## config.mk

```make
export PLATFORM = sky130hd
export DESIGN_NAME = fetch_sequencer
export DESIGN_NICKNAME = d
export VERILOG_FILES = /design/src/rtl/fetch_pkg.sv /design/src/rtl/fetch_timeout_counter.sv /design/src/rtl/fetch_sequencer.sv
export SDC_FILE = /design/constraint.sdc
export NUM_CORES = 1
export LEC_CHECK = 0
export BUFFER_PORTS_ARGS = -buffer_cell sky130_fd_sc_hd__buf_2
export CAP_MARGIN = 5
export CORE_UTILIZATION = 34
export DETAILED_ROUTE_END_ITERATION = 8
export SYNTH_ARGS = -nofsm -noshare
export SYNTH_HDL_FRONTEND = slang
export SYNTH_SLANG_ARGS = --single-unit
```

## constraint.sdc

```tcl
create_clock -name Clock -period 2.3 [get_ports Clock]
set_input_delay 0.345 -clock Clock [delete_from_list [all_inputs] [get_ports Clock]]
set_output_delay 0.345 -clock Clock [all_outputs]
set_load 0.005 [all_outputs]
```

## src/rtl/fetch_pkg.sv

```systemverilog
// Shared definitions for the instruction-register controllers: fetch FSM states,
// instruction-register FunSel encodings and datapath widths.
package fetch_pkg;

    localparam int unsigned WORD_W = 16;
    localparam int unsigned BYTE_W = 8;

    typedef enum logic [1:0] {
        ST_IDLE  = 2'd0,
        ST_RD_LO = 2'd1,
        ST_RD_HI = 2'd2,
        ST_DONE  = 2'd3
    } fetch_state_e;

    localparam logic [2:0] FS_DEC     = 3'b000;
    localparam logic [2:0] FS_INC     = 3'b001;
    localparam logic [2:0] FS_LOAD    = 3'b010;
    localparam logic [2:0] FS_CLR     = 3'b011;
    localparam logic [2:0] FS_LOAD_LO = 3'b101;
    localparam logic [2:0] FS_LOAD_HI = 3'b110;
    localparam logic [2:0] FS_SEXT    = 3'b111;

    function automatic logic [WORD_W-1:0] zext_byte(input logic [BYTE_W-1:0] b);
        return {{(WORD_W-BYTE_W){1'b0}}, b};
    endfunction

endpackage

```

## src/rtl/fetch_timeout_counter.sv

```systemverilog
// Per-byte memory wait counter; saturates at TIMEOUT and flags the terminal count.
// Only instantiated by fetch_sequencer when FETCH_TIMEOUT_EN is defined.
module fetch_timeout_counter #(
    parameter int unsigned TIMEOUT = 15
) (
    input  logic clk_i,
    input  logic rst_ni,
    input  logic clear_i,
    input  logic inc_i,
    output logic tc_o
);

    localparam int unsigned CW = (TIMEOUT < 1) ? 1 : $clog2(TIMEOUT + 1);
    localparam logic [CW-1:0] TC = CW'(TIMEOUT);

    logic [CW-1:0] cnt_q, cnt_d;

    always_comb begin
        cnt_d = cnt_q;
        if (clear_i) begin
            cnt_d = '0;
        end else if (inc_i && (cnt_q != TC)) begin
            cnt_d = cnt_q + CW'(1);
        end
    end

    always_ff @(posedge clk_i or negedge rst_ni) begin
        if (!rst_ni) begin
            cnt_q <= '0;
        end else begin
            cnt_q <= cnt_d;
        end
    end

    assign tc_o = (cnt_q == TC);

endmodule

```

## src/rtl/fetch_sequencer.sv

```systemverilog
// Byte-serial instruction fetch: reads low then high byte and writes them into the IR.
// Optional per-byte read timeout with PC rollback is enabled by defining FETCH_TIMEOUT_EN.
module fetch_sequencer
    import fetch_pkg::*;
#(
    parameter int unsigned TIMEOUT = 15
) (
    input  logic              Clock,
    input  logic              Reset,
    input  logic              Start,
    input  logic              PcLoad,
    input  logic [WORD_W-1:0] PcIn,
    input  logic [BYTE_W-1:0] MemData,
    input  logic              MemValid,
    output logic              MemRead,
    output logic [WORD_W-1:0] MemAddr,
    output logic [WORD_W-1:0] IR_I,
    output logic              IR_E,
    output logic [2:0]        IR_FunSel,
    output logic [WORD_W-1:0] PC,
    output logic              Busy,
    output logic              Done,
    output logic              Error
);

    fetch_state_e      state_q, state_d;
    logic [WORD_W-1:0] pc_q, pc_d;
    logic [WORD_W-1:0] ir_i_q, ir_i_d;
    logic              ir_e_q, ir_e_d;
    logic [2:0]        fs_q, fs_d;
    logic              done_q, done_d;
    logic              reading;

    assign reading = (state_q == ST_RD_LO) || (state_q == ST_RD_HI);

`ifdef FETCH_TIMEOUT_EN
    logic [WORD_W-1:0] start_pc_q, start_pc_d;
    logic              err_q, err_d;
    logic              cnt_clr, cnt_tc;

    // Clear only on the edge that enters a read state, so waits are counted per byte.
    assign cnt_clr = ((state_d == ST_RD_LO) || (state_d == ST_RD_HI)) && (state_d != state_q);

    fetch_timeout_counter #(
        .TIMEOUT(TIMEOUT)
    ) u_timeout (
        .clk_i  (Clock),
        .rst_ni (Reset),
        .clear_i(cnt_clr),
        .inc_i  (reading && !MemValid),
        .tc_o   (cnt_tc)
    );
`else
    if (TIMEOUT == 0) begin : g_timeout_unused
    end
`endif

    always_comb begin
        state_d = state_q;
        pc_d    = pc_q;
        ir_i_d  = ir_i_q;
        ir_e_d  = 1'b0;
        fs_d    = FS_LOAD_LO;
        done_d  = 1'b0;
`ifdef FETCH_TIMEOUT_EN
        start_pc_d = start_pc_q;
        err_d      = 1'b0;
`endif
        case (state_q)
            ST_IDLE: begin
                if (PcLoad) begin
                    pc_d = PcIn;
                end else if (Start) begin
`ifdef FETCH_TIMEOUT_EN
                    start_pc_d = pc_q;
`endif
                    state_d = ST_RD_LO;
                end
            end
            ST_RD_LO, ST_RD_HI: begin
                if (MemValid) begin
                    ir_i_d  = zext_byte(MemData);
                    ir_e_d  = 1'b1;
                    fs_d    = (state_q == ST_RD_LO) ? FS_LOAD_LO : FS_LOAD_HI;
                    pc_d    = pc_q + WORD_W'(1);
                    done_d  = (state_q == ST_RD_HI);
                    state_d = (state_q == ST_RD_LO) ? ST_RD_HI : ST_DONE;
                end
`ifdef FETCH_TIMEOUT_EN
                else if (cnt_tc) begin
                    err_d   = 1'b1;
                    pc_d    = start_pc_q;
                    state_d = ST_IDLE;
                end
`endif
            end
            ST_DONE: state_d = ST_IDLE;
            default: state_d = ST_IDLE;
        endcase
    end

    always_ff @(posedge Clock or negedge Reset) begin
        if (!Reset) begin
            state_q <= ST_IDLE;
            pc_q    <= '0;
            ir_i_q  <= '0;
            ir_e_q  <= 1'b0;
            fs_q    <= FS_LOAD_LO;
            done_q  <= 1'b0;
        end else begin
            state_q <= state_d;
            pc_q    <= pc_d;
            ir_i_q  <= ir_i_d;
            ir_e_q  <= ir_e_d;
            fs_q    <= fs_d;
            done_q  <= done_d;
        end
    end

`ifdef FETCH_TIMEOUT_EN
    always_ff @(posedge Clock or negedge Reset) begin
        if (!Reset) begin
            start_pc_q <= '0;
            err_q      <= 1'b0;
        end else begin
            start_pc_q <= start_pc_d;
            err_q      <= err_d;
        end
    end

    assign Error = err_q;
`else
    assign Error = 1'b0;
`endif

    assign MemRead   = reading;
    assign MemAddr   = reading ? pc_q : '0;
    assign IR_I      = ir_i_q;
    assign IR_E      = ir_e_q;
    assign IR_FunSel = fs_q;
    assign PC        = pc_q;
    assign Busy      = (state_q != ST_IDLE);
    assign Done      = done_q;

endmodule

```

==> flow_summary.toml <==
[critical_path]
cp_max_fo = 17
cp.required_ns = 2.50
max_stage_delay_ns = 0.58
critPathCapture = "PC[11]"
critical_path.endpoint_type = "flip-flop"
rr_worst_depth = 6
critPathLaunchType = "flip-flop"
r2r-end = "PC[11]"
crit_type = "reg2reg"
critPathLaunch = "state_q[0]"
reg2reg_from = "state_q[0]"
cp.arrival_ns = 2.34
slowest_stage = "a21boi_2"
ff2ff_setup_slack_ns = 0.16
crit_chain = "inv_1 -> ha_1 -> mux2_4 -> a21boi_2 -> o21ai_0 -> a2bb2oi_1"

[sta]
timing.fmax_mhz = 467
tightest_slew_ns = 0.725
drv_slew = 0
finalHoldViolations = 0
fin_crit_sh = 0.932
finalSetupViolations = 0
clock_skew_ns = 0.00585
fin_setup_tns_ns = 0
rsz0062_at_grt = "false"
fin_crit_ns = 2.14
slew-limit-headroom = 0.514

[logic_synthesis]
ys_seq_area_frac = 0.414
ys_top_cells_by_area = "dfrtp_1, a21oi_1, mux2_2, buf_4, and2_1"
synth_largest_area_cell = "dfrtp_1"
yosysWarnings = 0
avgSynthCellArea_um2 = 9.42
synth_cells = 193
synth_area_um2 = 1820
synthArstFlopShare = 1.00
ys_ff_latch = 30
synth_most_common_cell = "dfrtp_1"
synth_top_area_share = 0.399
synth-main-ff-cell = "dfrtp_1"
synth_top_cells_by_count = "dfrtp_1, a21oi_1, inv_1"
netlist-cell-type-count = 44
synth_edf_count = 0

[layout]
areaGrowthSynthToFinish_pct = 26.8
diodes = 0
final_core_util = 0.449
drive_gt1_frac = 0.390
design_area_um2 = 2310
fin_nets = 302

[run]
cap_viol_max_count = 0

[floorplan]
start_util = 0.354
ioPinCount = 85
coreArea_um2 = 5140
fp.dieH_um = 75.1
die_area_um2 = 5640
fp-row-count = 26
die_x_um = 75.1

[clocking]
insertion_delay_ns = 0.28
cts_sinks = 30
cts_hold_buf = 0
clk_pin_slew_worst_paths_ns = 0.06
cts_buffers = 5
root_buffer = "clkbuf_8"
cts_tree = "done"
cts_buffer_depth = 2
cts-htree-levels = 2

[drt]
wire_per_inst_um = 13.0
drt_iter0_drc = 104
drc = 0
ant_nets = 0
avgViaCountPerCell = 4.90
vias = 1661
routed_wl_um = 4400
drtPass1Iterations = 4

[placement]
place_area_um2 = 2200
place.gp.congestion = 0.785
hpwl_um = 3180
io_buffers = 74

[grt]
grt_busiest_layer = "met2"
grt_pass1_wl_um = 6890
globalRouteOverflowTotal = 0
globalRouteMet2Util = 0.253
grt_util_all_layers = 0.161
antenna_found_initial = 0
grt_max_degree = 45
first_global_vias = 1473
use_met1 = 0.217
use_met3 = 0.0562

[outcome]
status = "complete, no violations"

[power]
ir_drop_v = 0.000811
p_leak_nw = 1.15
p_per_area_nw_per_um2 = 1700

[min_path]
hold_class = "in2async"
==> where the power goes <==
group / internal (W) / switching (W) / leakage, nW
Sequential: 0.000807 / 0.000276 / 0.349
Combinational: 0.00120 / 0.00123 / 0.759
Clock: 0.000215 / 0.000187 / 0.0395
==> cell type report <==
cell class                      instances  area (µm²)
Timing Repair Buffer                   80         428
Inverter                               12        48.8
Clock buffer                            8        80.1
Tap cell                               70        87.6
Multi-Input combinational cell        139         910
Fill cell                             543        2830
Sequential cell                        30         752
==> layout by cell type, fill, tap and decap left out, types with 2 or more instances in the layout <==
master and instances:
o21ai_0 9, clkbuf_1 3, inv_1 11, a41o_2 2, a21o_1 3, nand3_1 7
buf_2 74, buf_4 5, a2bb2oi_1 4, nor2_1 10, clkbuf_8 5, ha_1 5
conb_1 10, mux2i_1 2, mux2_2 8, and4_1 3, and2_1 11, a21oi_1 21
o22ai_1 6, nor3_1 2, nand2_1 9, and3_1 3, dfrtp_1 29, nand4_1 5
==> worst max-delay path, delay by kind of cell, from the launching register on <==
kind                     cells  cell delay, ns
multiplexers                 1            0.23
adder cells (fa/ha/maj)      1            0.36
buffers and inverters        1            0.09
flip-flops                   1            0.40
AO/OA/AOI/OAI                3            0.98
==> logic make-up (layout without fill, tap and decap cells) <==
group | count (synthesis) | in the layout | share of synthesized area
flip-flops | 30 | 30 | 0.414
AO/OA/AOI/OAI | 57 | 57 | 0.204
AND/OR/NAND/NOR | 56 | 56 | 0.173
multiplexers | 11 | 11 | 0.0688
adder cells (fa/ha/maj) | 5 | 5 | 0.0344
other | 2 | 10 | 0.00413
buffers and inverters | 32 | 100 | 0.103
==> what timing repair did <==
item	in CTS	in global routing
hold endpoints to repair	0	0
buffers inserted	0	3
resized for setup	0	1
endpoints found under the setup margin	0	2
==> per-stage QoR <==
stage          hold WS, ns  cells  setup WS [ns]  total power (W)
3_3_place_gp         0.424    328          0.261          0.00343
2_1_floorplan       0.0494    201          0.469          0.00265
3_5_place_dp         0.432    328          0.188          0.00344
4_1_cts              0.137    336         0.0216          0.00386
6_report             0.114    339          0.157          0.00392
5_1_grt              0.163    339         0.0359          0.00432
==> flip-flops by register name, summed over array words and instances, names as in the netlist <==
signal / cells
IR_E: 1
PC: 16
Done: 1
state_q: 2
IR_I: 8
IR_FunSel: 2
==> how the worst min path moves through the flow <==
stage	end	cells past startpoint
final	PC[5]	1
after global placement	PC[11]	1
after floorplan	Done	0
after detailed placement	PC[9]	1
after CTS	PC[5]	1
after global routing	PC[5]	1
==> per-layer routing <==
| layer | up-vias | share of wire |
|---|---|---|
| li1 | 828 | - |
| met1 | 752 | 0.46 |
| met2 | 79 | 0.44 |
| met3 | 2 | 0.10 |
| met4 | 0 | 0.0023 |
| met5 | - | 0 |
No activity file was read; power rests on OpenSTA's default activity.
